$ cat src/rtl/pointer_pool_arbiter.sv
// Round-robin allocation/release arbiter in front of a shared free-pointer pool.
// Tracks pool read latency and reports occupancy, low-watermark and overflow.
module pointer_pool_arbiter #(
    parameter int NUM_CH     = 4,
    parameter int DATA_WIDTH = 10,
    parameter int RD_LATENCY = 2,
    parameter int LOW_WM     = 8
) (
    input  logic                         clk,
    input  logic                         rst,
    input  logic [NUM_CH-1:0]            alloc_req,
    output logic [NUM_CH-1:0]            alloc_vld,
    output logic [DATA_WIDTH-1:0]        alloc_ptr,
    input  logic [NUM_CH-1:0]            rel_req,
    input  logic [NUM_CH*DATA_WIDTH-1:0] rel_ptr,
    output logic [NUM_CH-1:0]            rel_ack,
    output logic                         pool_rd_req,
    input  logic [DATA_WIDTH-1:0]        pool_rd_dout,
    output logic                         pool_wr_req,
    output logic [DATA_WIDTH-1:0]        pool_wr_din,
    input  logic                         pool_empty,
    input  logic                         pool_full,
    input  logic [DATA_WIDTH-1:0]        pool_usedw,
    input  logic                         pool_init_done,
    output logic [DATA_WIDTH:0]          free_cnt,
    output logic                         pool_low,
    output logic                         rel_ovf_err
);

    localparam int CW = (NUM_CH > 1) ? $clog2(NUM_CH) : 1;
    localparam int FW = DATA_WIDTH + 1;

    typedef enum logic {
        ST_INIT,
        ST_RUN
    } state_t;

    state_t r_state;
    state_t w_state_nxt;
    logic   w_run;

    always_comb begin
        w_state_nxt = r_state;
        w_run       = 1'b0;
        unique case (r_state)
            ST_INIT: begin
                if (pool_init_done) begin
                    w_state_nxt = ST_RUN;
                end
            end
            ST_RUN: begin
                w_run = 1'b1;
            end
            default: w_state_nxt = ST_INIT;
        endcase
    end

    always_ff @(posedge clk) begin
        if (rst) begin
            r_state <= ST_INIT;
        end else begin
            r_state <= w_state_nxt;
        end
    end

    // Returns {found, index}; search begins one past the previous winner.
    function automatic logic [CW:0] rr_pick(
        input logic [NUM_CH-1:0] req,
        input logic [CW-1:0]     last
    );
        logic [CW:0] res;
        int          idx;
        res = '0;
        for (int i = NUM_CH; i >= 1; i--) begin
            idx = (int'(last) + i) % NUM_CH;
            if (req[idx]) begin
                res = {1'b1, CW'(idx)};
            end
        end
        return res;
    endfunction

    logic [FW-1:0]         w_avail;
    logic [FW-1:0]         w_unrefl;
    logic [NUM_CH-1:0]     w_elig;
    logic [CW:0]           w_apick;
    logic                  w_agnt;
    logic [CW:0]           w_rpick;
    logic                  w_rsel;
    logic                  w_rdo;
    logic [DATA_WIDTH-1:0] w_rel_ptr_a [NUM_CH];

    logic [NUM_CH-1:0]     r_pend;
    logic [CW-1:0]         r_alast;
    logic [CW-1:0]         r_rlast;
    logic                  r_pv [RD_LATENCY+1];
    logic [CW-1:0]         r_pc [RD_LATENCY+1];
    logic                  r_gnt_d2;
    logic [NUM_CH-1:0]     r_vld;
    logic [DATA_WIDTH-1:0] r_ptr;
    logic [NUM_CH-1:0]     r_ack;
    logic                  r_wr;
    logic [DATA_WIDTH-1:0] r_din;
    logic [FW-1:0]         r_free;
    logic                  r_low;
    logic                  r_ovf;

    assign w_avail  = pool_full ? {1'b1, {DATA_WIDTH{1'b0}}}
                                : {1'b0, pool_usedw};
    // Reads granted in the last two cycles may not be in pool_usedw yet.
    assign w_unrefl = FW'(r_pv[0]) + FW'(r_gnt_d2);
    assign w_elig   = alloc_req & ~r_pend;
    assign w_apick  = rr_pick(w_elig, r_alast);
    assign w_agnt   = w_run & w_apick[CW] & ~pool_empty
                    & (w_avail > w_unrefl);

    always_comb begin
        for (int i = 0; i < NUM_CH; i++) begin
            w_rel_ptr_a[i] = rel_ptr[i*DATA_WIDTH +: DATA_WIDTH];
        end
    end

    assign w_rpick = rr_pick(rel_req, r_rlast);
    assign w_rsel  = w_run & w_rpick[CW];
    assign w_rdo   = w_rsel & ~pool_full;

    always_ff @(posedge clk) begin
        if (rst) begin
            r_pend   <= '0;
            r_alast  <= CW'(NUM_CH - 1);
            r_gnt_d2 <= 1'b0;
            r_vld    <= '0;
            r_ptr    <= '0;
            for (int k = 0; k <= RD_LATENCY; k++) begin
                r_pv[k] <= 1'b0;
                r_pc[k] <= '0;
            end
        end else begin
            r_pv[0] <= w_agnt;
            r_pc[0] <= w_apick[CW-1:0];
            for (int k = 1; k <= RD_LATENCY; k++) begin
                r_pv[k] <= r_pv[k-1];
                r_pc[k] <= r_pc[k-1];
            end
            r_gnt_d2 <= r_pv[0];
            r_vld    <= '0;
            if (r_pv[RD_LATENCY]) begin
                r_vld <= NUM_CH'(1) << r_pc[RD_LATENCY];
                r_ptr <= pool_rd_dout;
            end
            if (w_agnt) begin
                r_alast <= w_apick[CW-1:0];
            end
            r_pend <= (r_pend | (w_agnt ? NUM_CH'(1) << w_apick[CW-1:0]
                                        : NUM_CH'(0))) & ~r_vld;
        end
    end

    always_ff @(posedge clk) begin
        if (rst) begin
            r_rlast <= CW'(NUM_CH - 1);
            r_ack   <= '0;
            r_wr    <= 1'b0;
            r_din   <= '0;
            r_ovf   <= 1'b0;
            r_free  <= '0;
            r_low   <= 1'b0;
        end else begin
            r_ack <= w_rdo ? NUM_CH'(1) << w_rpick[CW-1:0] : NUM_CH'(0);
            r_wr  <= w_rdo;
            if (w_rdo) begin
                r_din   <= w_rel_ptr_a[w_rpick[CW-1:0]];
                r_rlast <= w_rpick[CW-1:0];
            end
            if (w_rsel && pool_full) begin
                r_ovf <= 1'b1;
            end
            r_free <= w_avail;
            r_low  <= (r_free < FW'(LOW_WM));
        end
    end

    assign alloc_vld   = r_vld;
    assign alloc_ptr   = r_ptr;
    assign pool_rd_req = r_pv[0];
    assign rel_ack     = r_ack;
    assign pool_wr_req = r_wr;
    assign pool_wr_din = r_din;
    assign free_cnt    = r_free;
    assign pool_low    = r_low;
    assign rel_ovf_err = r_ovf;

endmodule

$ cat config.mk
export PLATFORM = sky130hd
export DESIGN_NAME = pointer_pool_arbiter
export DESIGN_NICKNAME = d
export VERILOG_FILES = /design/src/rtl/pointer_pool_arbiter.sv
export SDC_FILE = /design/constraint.sdc
export NUM_CORES = 1
export LEC_CHECK = 0
export CORE_MARGIN = 2
export CORE_UTILIZATION = 45
export CTS_CLUSTER_SIZE = 8
export DETAILED_ROUTE_END_ITERATION = 8
export PLACE_DENSITY = 0.86
export RECOVER_POWER = 50
export SYNTH_ARGS = -nofsm -noshare
export SYNTH_HDL_FRONTEND = slang
export SYNTH_SLANG_ARGS = --single-unit
$ cat constraint.sdc
create_clock -name clk -period 5.8 [get_ports clk]
set_clock_uncertainty 0.1 [all_clocks]
set_input_delay 1.45 -clock clk [delete_from_list [all_inputs] [get_ports clk]]
set_output_delay 1.45 -clock clk [all_outputs]
set_load 0.01 [all_outputs]
==> out/metrics.cfg, run 1 <==
[sta]
setup_tns_ns=0
rsz0062_at_grt=false
drv_slew=0
period_share=0.6966
slew_headroom=0.03612
finalSetupViolCount=0
min_period_ns=4.040
fmax_ghz=0.2475
worst_slew_pin_slew_ns=1.446
final-hold-violation-count=0
hold_ws_ns=0.3154

[logic_synthesis]
synthesis.instances=269
yosysWarnings=0
yosys.area_share.simple=0.2225
synth_top_area_cell=dfxtp_1
yosys.area_share.xor_xnor=0
synth_top_family_by_area=simple AND/OR/NAND/NOR gates
yosysUniqueCellTypes=43
synth.avg_cell_area_um2=9.531
synth-main-ff-cell=dfxtp_1
synth_compound_area_frac=0.1806
synth_edf_count=0
syn_area_mm2=0.002564
seq_area_frac_synth=0.4685
synth_fa_ha_area_frac=0.01464
yosys-top-cells-area=dfxtp_1 (47%), mux2i_1 (7.8%), nor2_1 (5.0%), a21o_1 (3.2%), nor2b_1 (3.2%)
yosysTopAreaCellShare=0.4685
synth_nets=345
ys_ff_latch=60
async_flop_share=0
synth.area.mux_share=0.07809

[placement]
placed_cells=443
dpl-instance-area_mm2=0.003747
numPortBuffers=115
place_congestion=0.8620
hpwl_mm=5.189

[finish]
final_cell_count_no_fill=459
n_antenna_cell=0
final_common_cell=clkdlybuf4s50_1
drive_gt1_frac=0.06718
fillCellCount=424
layout_common_cells=clkdlybuf4s50_1 (100), dfxtp_1 (60), nor2_1 (34), nand2_1 (20), mux2i_1 (20)
syn2layout_area_growth_pct=54.32
finalNetCount=458
fin_area_mm2=0.003956

[cts]
root_buffer=clkbuf_8
cts_resized=0
cts_hold_buffers=0
path_clk_slew_ns=0.07
numCtsBuffers=9
h-tree-depth=3
cts_setup_buffers=0
cts_sinks=60
clockBufferDepth=2
cts_tree=yes
clkLatencyLatePin_ns=0.33

[run]
max-cap-violations=0

[global_route]
grt_max_degree=36
grt_pass1_vias=2487
antenna_found_initial=0
grt_first_pass_wirelength_mm=11.53
gr-total-overflow=0
grt_use_total=0.2354

[floorplanning]
fp.coreArea_mm2=0.005507
start_util=0.4656
fp.dieH_um=79.48
die_w_um=79.48
rows=27
io_pins=116
dieArea_mm2=0.006317

[pwr]
vdd_ir_drop_max_mv=0.2036
p_per_area_mw_per_mm2=255.0
p_leak_nw=1.578

[routing]
drtPass1Iterations=4
avgRoutedWirePerCell_um=15.53
viasPerCell=5.325
drc_errors=0
via_count=2444
drt_wl_total_mm=7.128
antenna_left=0
drt_iter0_drc=129

[critical_path]
worstSetupPathType=in2reg
required_ns=5.89
crit_arrival_ns=4.13
cp-start-kind=input port
worstPathMaxFanout=35
worst_setup_path_end_kind=register

[hold_path]
min_path_type=reg2reg

[run_status]
status=complete, no violations

-- report_power, final --
group | switching (mW) | total [mW] | leakage, nW | internal (mW)
sequential | 0.0103 | 0.439 | 0.489 | 0.429
clock | 0.158 | 0.411 | 0.107 | 0.253
combinational | 0.0674 | 0.158 | 0.983 | 0.0911
-- worst paths after layout --
path / cells past startpoint / startpoint / end / slack, ns
worst max-delay path: 6 / rst / pool_wr_din[1]$_SDFFE_PP0N_ / 1.76
worst min-delay path: 1 / free_cnt[9]$_SDFF_PP0_ / pool_low$_SDFF_PP0_ / 0.32
worst max register to register: 8 / r_pv[0][0]$_SDFF_PP0_ / r_pend[0]$_SDFF_PP0_ / 3.65
worst min register to register: 1 / free_cnt[9]$_SDFF_PP0_ / pool_low$_SDFF_PP0_ / 0.32
-- cell type report --
cell class                 instances  area [um^2]  area share
clock inverter                     4        72.57     0.01834
timing repair buffer             116         1155      0.2919
tap                               72        90.09     0.02277
multi-input combinational        188         1266      0.3200
sequential                        60         1201      0.3036
inverter                           7        26.28    0.006641
clock buffer                      12        145.1     0.03669
-- critical path, stage by stage --
cell           delay (ns)
dlygate4sd3_1        0.53
clkbuf_1             1.05
nor3_1               0.25
o21ai_1              0.59
a21o_1               0.16
o211ai_1             0.09
-- Yosys cell counts, drive strengths merged (2+ instances only) --
cell,instances
nand3,2
nand4,10
o31ai,10
o21ai,7
o41ai,2
inv,7
nor4,3
nand2b,5
dfxtp,60
buf,7
and2,10
a21o,11
o221a,2
o22ai,2
nor4bb,2
mux2i,20
ha,3
clkbuf,7
nor3,4
nor2,34
nor2b,14
o21a,4
o32a,2
nand2,20
o211ai,11
-- cell families (layout without fill, tap and decap cells) --
group | Yosys count | after routing
buffers and inverters | 21 | 139
adder cells (fa/ha/maj) | 3 | 3
AND/OR/NAND/NOR | 108 | 108
flip-flops | 60 | 60
multiplexers | 20 | 20
AO/OA/AOI/OAI | 57 | 57
-- flip-flops by register name, summed over array words and instances (netlist names) --
register     cells
r_pc             6
alloc_vld        4
free_cnt        11
r_pend           4
rel_ack          4
r_alast          2
r_state          1
pool_wr_din     10
pool_wr_req      1
rel_ovf_err      1
alloc_ptr       10
r_pv             3
pool_low         1
r_rlast          2
-- through the flow --
stage	power, mW	worst slack (ns)	utilization
after global placement	0.6034	2.055	0.6805
after detailed placement	0.6071	1.960	0.6805
after CTS	1.017	2.304	0.7201
final	1.009	1.760	0.7185
after floorplan	0.5218	2.850	-
after global routing	1.049	1.564	0.7185
-- metal layers --
metal  routed length [um]  GRT usage  vias to the layer above
met1                 2814     0.2691                     1125
met2                 3461     0.3933                      117
met3                  741    0.08597                       12
met4                  111     0.1017                        0
li1                     -          -                     1190
met5                    0          0                        -
(Power assumes the default switching activity.)
==> run 2: changes to the inputs <==
--- a/config.mk
+++ b/config.mk
@@ -6,10 +6,10 @@
 export NUM_CORES = 1
 export LEC_CHECK = 0
 export CORE_MARGIN = 2
-export CORE_UTILIZATION = 45
+export CORE_UTILIZATION = 41
 export CTS_CLUSTER_SIZE = 8
 export DETAILED_ROUTE_END_ITERATION = 8
-export PLACE_DENSITY = 0.86
+export PLACE_DENSITY = 0.79
 export RECOVER_POWER = 50
 export SYNTH_ARGS = -nofsm -noshare
 export SYNTH_HDL_FRONTEND = slang
==> constraint.sdc (replaced) <==
create_clock -name clk -period 4.14 [get_ports clk]
set_clock_uncertainty 0.1 [all_clocks]
set_input_delay 1.035 -clock clk [delete_from_list [all_inputs] [get_ports clk]]
set_output_delay 1.035 -clock clk [all_outputs]
set_load 0.01 [all_outputs]
==> run 2 against run 1 <==
- largest cell class unchanged
- wire length down 4.6%
- final cell count grew 0.87%
- sequential share of layout area is essentially flat
- critical path type unchanged
- clock power is 38% higher
- non-clock buffer count did not move
- setup slack lost 0.98 ns
- register-to-register slack got worse by 1.7 ns
- global-route usage is 3.7 points lower
- clock-buffer cell count is 2 lower
- flip-flop and latch count unchanged
- critical path depth fell by 1
==> out/metrics.cfg, run 2 (same netlist as run 1, synthesis figures left out) <==
[run_status]
status=complete, no violations

[critical_path]
crit_chain=dlygate4sd3_1 -> clkbuf_1 -> nor2_1 -> nand2_1 -> o211ai_2
critPathMaxStageDelay_ns=1.04  ; about the same
worstPathMaxFanout=34  ; -2.9%
cp-start-kind=input port
worst_setup_path_end_kind=register
required_ns=4.24  ; -1.65 ns
worstSetupPathType=in2reg
crit_arrival_ns=3.46  ; -0.67 ns
cp_slowest_cell=clkbuf_1
regToRegSetupSlack_ns=2.00  ; -1.65 ns

[cts]
path_clk_slew_ns=0.06  ; about the same
numCtsBuffers=9  ; unchanged
root_buffer=clkbuf_8
cts_sinks=60  ; unchanged
cts_resized=0  ; unchanged
h-tree-depth=3  ; unchanged
clockBufferDepth=2  ; unchanged
cts_setup_buffers=0  ; unchanged
clkLatencyLatePin_ns=0.33  ; about the same
cts_hold_buffers=0  ; unchanged
cts_tree=yes

[sta]
drv_slew=0  ; unchanged
slew_headroom=0.06128  ; +0.02516
rsz0062_at_grt=false
fmax_ghz=0.2974
min_period_ns=3.362
setup_tns_ns=0  ; unchanged
worst_slew_pin_slew_ns=1.408  ; -0.03774 ns
period_share=0.8121
finalSetupViolCount=0  ; unchanged
final-hold-violation-count=0  ; unchanged

[floorplanning]
rows=28  ; +3.7%
fp.dieH_um=83.08  ; +4.5%
io_pins=116  ; unchanged
start_util=0.4279  ; -0.03763
die_w_um=83.08  ; +4.5%
fp.coreArea_mm2=0.005991  ; +8.8%
dieArea_mm2=0.006901  ; +9.3%

[routing]
drt_wl_total_mm=6.802  ; -4.6%
drc_errors=0  ; unchanged
antenna_left=0  ; unchanged
drtPass1Iterations=4  ; unchanged
avgRoutedWirePerCell_um=14.69  ; -5.4%
viasPerCell=5.123  ; -3.8%
drt_iter0_drc=119  ; -7.8%
via_count=2372  ; -2.9%

[finish]
layout_common_cells=clkdlybuf4s50_1 (100), dfxtp_1 (60), nor2_1 (34), nand2_1 (20), mux2i_1 (20)
largest_reg_flops=11  ; unchanged
syn2layout_area_growth_pct=54.42  ; about the same
finalNetCount=458  ; unchanged
final_cell_count_no_fill=463  ; +0.87%
drive_gt1_frac=0.06977  ; +0.002584
final_common_cell=clkdlybuf4s50_1

[placement]
hpwl_mm=5.073  ; -2.2%
numPortBuffers=115  ; unchanged
place_congestion=0.8601  ; -0.22%
placed_cells=446  ; +0.68%

[hold_path]
min_path_type=reg2reg

[global_route]
grt_max_degree=35  ; -2.8%
grt_use_total=0.1983  ; -0.03712
antenna_found_initial=1  ; +1
grt_pass1_vias=2289  ; -8.0%
gr-total-overflow=0  ; unchanged
grt_first_pass_wirelength_mm=11.11  ; -3.6%

[pwr]
vdd_ir_drop_max_mv=0.2005  ; -1.5%
p_total_mw=1.402  ; +39%
p_leak_nw=1.575  ; -0.22%
p_per_area_mw_per_mm2=354.2  ; +39%

[run]
max-cap-violations=0  ; unchanged

## run 2: cell types whose count changed in the layout (fill, tap and decap cells not counted), sizes merged
| cell | delta |
|---|---|
| clkinvlp | +1 |
| clkinv | +1 |
| clkbuf | -2 |
| diode | +1 |
## run 2: area by class of cell
class	instances	area (um^2)
Clock buffer	10	127.6
Clock inverter	6	88.84
Timing Repair Buffer	116	1155
Fill cell	506	2032
Sequential cell	60	1201
Multi-Input combinational cell	188	1264
Inverter	7	26.28
Antenna cell	1	2.502
Tap cell	75	93.84
## run 2: layer usage
metal  track usage  share of wire  vias to the layer above
met3       0.06759          0.089                        8
met4       0.08048          0.014                        0
met5             0              0                        -
met2        0.2969           0.44                       95
met1        0.2614           0.46                     1068
li1              -              -                     1201
## run 2: where the power goes
part	internal (mW)	switching [mW]	leakage (nW)
combinational	0.127	0.0945	0.983
sequential	0.600	0.0139	0.489
clock	0.339	0.228	0.102
## run 2: path summary, 6_finish.rpt
kind	startpoint	endpoint	cells past startpoint
min	free_cnt[9]$_SDFF_PP0_	pool_low$_SDFF_PP0_	1
min reg2reg	free_cnt[9]$_SDFF_PP0_	pool_low$_SDFF_PP0_	1
max	rst	pool_wr_din[8]$_SDFFE_PP0N_	5
max reg2reg	r_rlast[0]$_SDFFE_PP1N_	pool_wr_din[4]$_SDFFE_PP0N_	5
## run 2: metrics by stage
stage	util	hold WS, ns	setup slack (ns)	area (um^2)
2_1_floorplan	-	0.3138	1.605	2564
3_3_place_gp	0.6261	0.3054	0.8042	3751
3_5_place_dp	0.6261	0.3056	0.7453	3751
4_1_cts	0.6623	0.3146	1.112	3968
5_1_grt	0.6608	0.3349	0.4890	3959
6_report	0.6608	0.3060	0.7778	3959
## run 2: critical path: cells and delay by family
kind                   cells  cell delay (ns)
AND/OR/NAND/NOR            2             0.71
AO/OA/AOI/OAI              1             0.10
buffers and inverters      2             1.62
==> run 3: changes to the inputs <==
==> constraint.sdc (replaced) <==
create_clock -name clk -period 3.2 [get_ports clk]
set_clock_uncertainty 0.1 [all_clocks]
set_input_delay 0.8 -clock clk [delete_from_list [all_inputs] [get_ports clk]]
set_output_delay 0.8 -clock clk [all_outputs]
set_load 0.01 [all_outputs]
==> run 3 against run 2 <==
- register-to-register slack got worse by 0.93 ns
- sequential power rose by 29%
- setup slack worse by 0.33 ns
- critical endpoint is now pool_wr_din[2]$_SDFFE_PP0N_
==> out/metrics.cfg, run 3 (same netlist as run 1, synthesis figures left out) <==
[floorplanning]
fp.coreArea_mm2=0.005991  ; unchanged
fp.dieH_um=83.08  ; unchanged
dieArea_mm2=0.006901  ; unchanged
start_util=0.4279  ; unchanged
rows=28  ; unchanged
die_w_um=83.08  ; unchanged
io_pins=116  ; unchanged

[finish]
largest_reg_flops=11  ; unchanged
final_cell_count_no_fill=470  ; +1.5%
fin_area_mm2=0.004051  ; +2.3%
n_antenna_cell=0  ; -1
drive_gt1_frac=0.09367  ; +0.02390
finalNetCount=466  ; +1.7%
final_common_cell=clkdlybuf4s50_1
layout_common_cells=clkdlybuf4s50_1 (97), dfxtp_1 (60), nor2_1 (34), nand2_1 (20), mux2i_1 (20)
syn2layout_area_growth_pct=58.03
fin_util=0.6763  ; +0.01545

[critical_path]
worstSetupPathType=in2reg
required_ns=3.30  ; -0.94 ns
cp-start-kind=input port
worst_r2r_path_depth=8  ; +3
regToRegSetupSlack_ns=1.07  ; -0.93 ns
r2r_start=r_pv[0][0]$_SDFF_PP0_
crit_chain=dlygate4sd3_1 -> o41ai_1 -> nor3_2 -> nand2_1 -> o211ai_1
worstPathMaxFanout=12  ; -65%
startpoint=rel_req[1]
crit_arrival_ns=2.85  ; -0.61 ns
crit_end=pool_wr_din[2]$_SDFFE_PP0N_
critPathMaxStageDelay_ns=0.65  ; -0.39 ns
cp_slowest_cell=o41ai_1
rr_endpoint=r_pend[0]$_SDFF_PP0_
worst_setup_path_end_kind=register

[global_route]
antenna_found_initial=0  ; -1
grt_use_total=0.2112  ; +0.01292
grt_pass1_vias=2434  ; +6.3%
gr-total-overflow=0  ; unchanged
grt_first_pass_wirelength_mm=11.83  ; +6.5%
grt_max_degree=35  ; unchanged

[routing]
drc_errors=0  ; unchanged
avgRoutedWirePerCell_um=15.17  ; +3.2%
antenna_left=0  ; unchanged
drt_iter0_drc=76  ; -36%
drt_wl_total_mm=7.128  ; +4.8%
viasPerCell=5.100  ; -0.45%
drtPass1Iterations=4  ; unchanged
via_count=2397  ; +1.1%

[sta]
min_period_ns=2.755
drv_slew=0  ; unchanged
finalSetupViolCount=0  ; unchanged
period_share=0.8608
slew_headroom=0.5113  ; +0.4500
fin_ws_ns=0.4454  ; -0.3324 ns
rsz0062_at_grt=false
hold_ws_ns=0.3196  ; +0.01368 ns
fmax_ghz=0.3630
setup_tns_ns=0  ; unchanged
worst_slew_pin_slew_ns=0.7282  ; -0.6799 ns
final-hold-violation-count=0  ; unchanged

[cts]
cts_tree=yes
cts_sinks=60  ; unchanged
numCtsBuffers=9  ; unchanged
root_buffer=clkbuf_8
cts_setup_buffers=0  ; unchanged
clockBufferDepth=2  ; unchanged
path_clk_slew_ns=0.08  ; +0.02 ns
clkLatencyLatePin_ns=0.33  ; about the same
cts_resized=0  ; unchanged
cts_hold_buffers=0  ; unchanged
h-tree-depth=3  ; unchanged

[hold_path]
min_path_type=reg2reg
whs_path_depth=1  ; unchanged

[pwr]
p_total_mw=1.932  ; +38%
p_per_area_mw_per_mm2=476.9  ; +35%
vdd_ir_drop_max_mv=0.3065  ; +53%
p_leak_nw=1.635  ; +3.8%

[run_status]
status=complete, no violations

[run]
max-cap-violations=0  ; unchanged

[placement]
hpwl_mm=5.328  ; +5.0%
preCtsSetupSlack_ns=0.2510  ; -0.4943 ns
placed_cells=454  ; +1.8%
dpl-instance-area_mm2=0.003811  ; +1.6%
place_congestion=0.7971  ; -7.3%
numPortBuffers=115  ; unchanged

## run 3: cell types whose count changed in the layout (fill, tap and decap cells not counted), sizes merged
cell / before / now
inv: 7 / 8
bufinv: 2 / 3
diode: 1 / 0
buf: 0 / 9
clkbuf: 11 / 9
clkdlybuf4s50: 100 / 97
dlygate4sd3: 15 / 18
clkinvlp: 2 / 1
## run 3: worst min-delay path by stage
stage,startpoint,endpoint
floorplan,r_pc[0][0]$_SDFF_PP0_,r_pc[0][2]$_SDFF_PP0_
global placement,free_cnt[9]$_SDFF_PP0_,pool_low$_SDFF_PP0_
detailed placement,free_cnt[9]$_SDFF_PP0_,pool_low$_SDFF_PP0_
CTS,free_cnt[9]$_SDFF_PP0_,pool_low$_SDFF_PP0_
global route,free_cnt[10]$_SDFF_PP0_,pool_low$_SDFF_PP0_
finish,free_cnt[9]$_SDFF_PP0_,pool_low$_SDFF_PP0_
## run 3: power by group
group	switching [mW]	internal, mW
clock	0.319	0.522
combinational	0.124	0.173
sequential	0.0175	0.776
## run 3: critical path: cells and delay by family
kind	cells	cell delay, ns
AOI/OAI and AO/OA	2	0.83
buffers and inverters	1	0.62
and+or+nand+nor	2	0.60
## run 3: metal layers
metal,share of wire,track usage,vias to the layer above,routed length [um]
li1,-,-,1201,-
met1,0.44,0.2641,1108,3158
met2,0.49,0.3556,85,3496
met3,0.061,0.05765,3,435
met4,0.0053,0.06259,0,38
met5,0,0,-,0
## run 3: layout make-up
type	count	area (um^2)
flip-flops and latches	60	1201
multi-input cells	188	1264
clock buffers	9	123.9
repair buffers	124	1219
inverters	7	26.28
well taps	75	93.84
clock inverters	7	123.9
fillers	475	1939
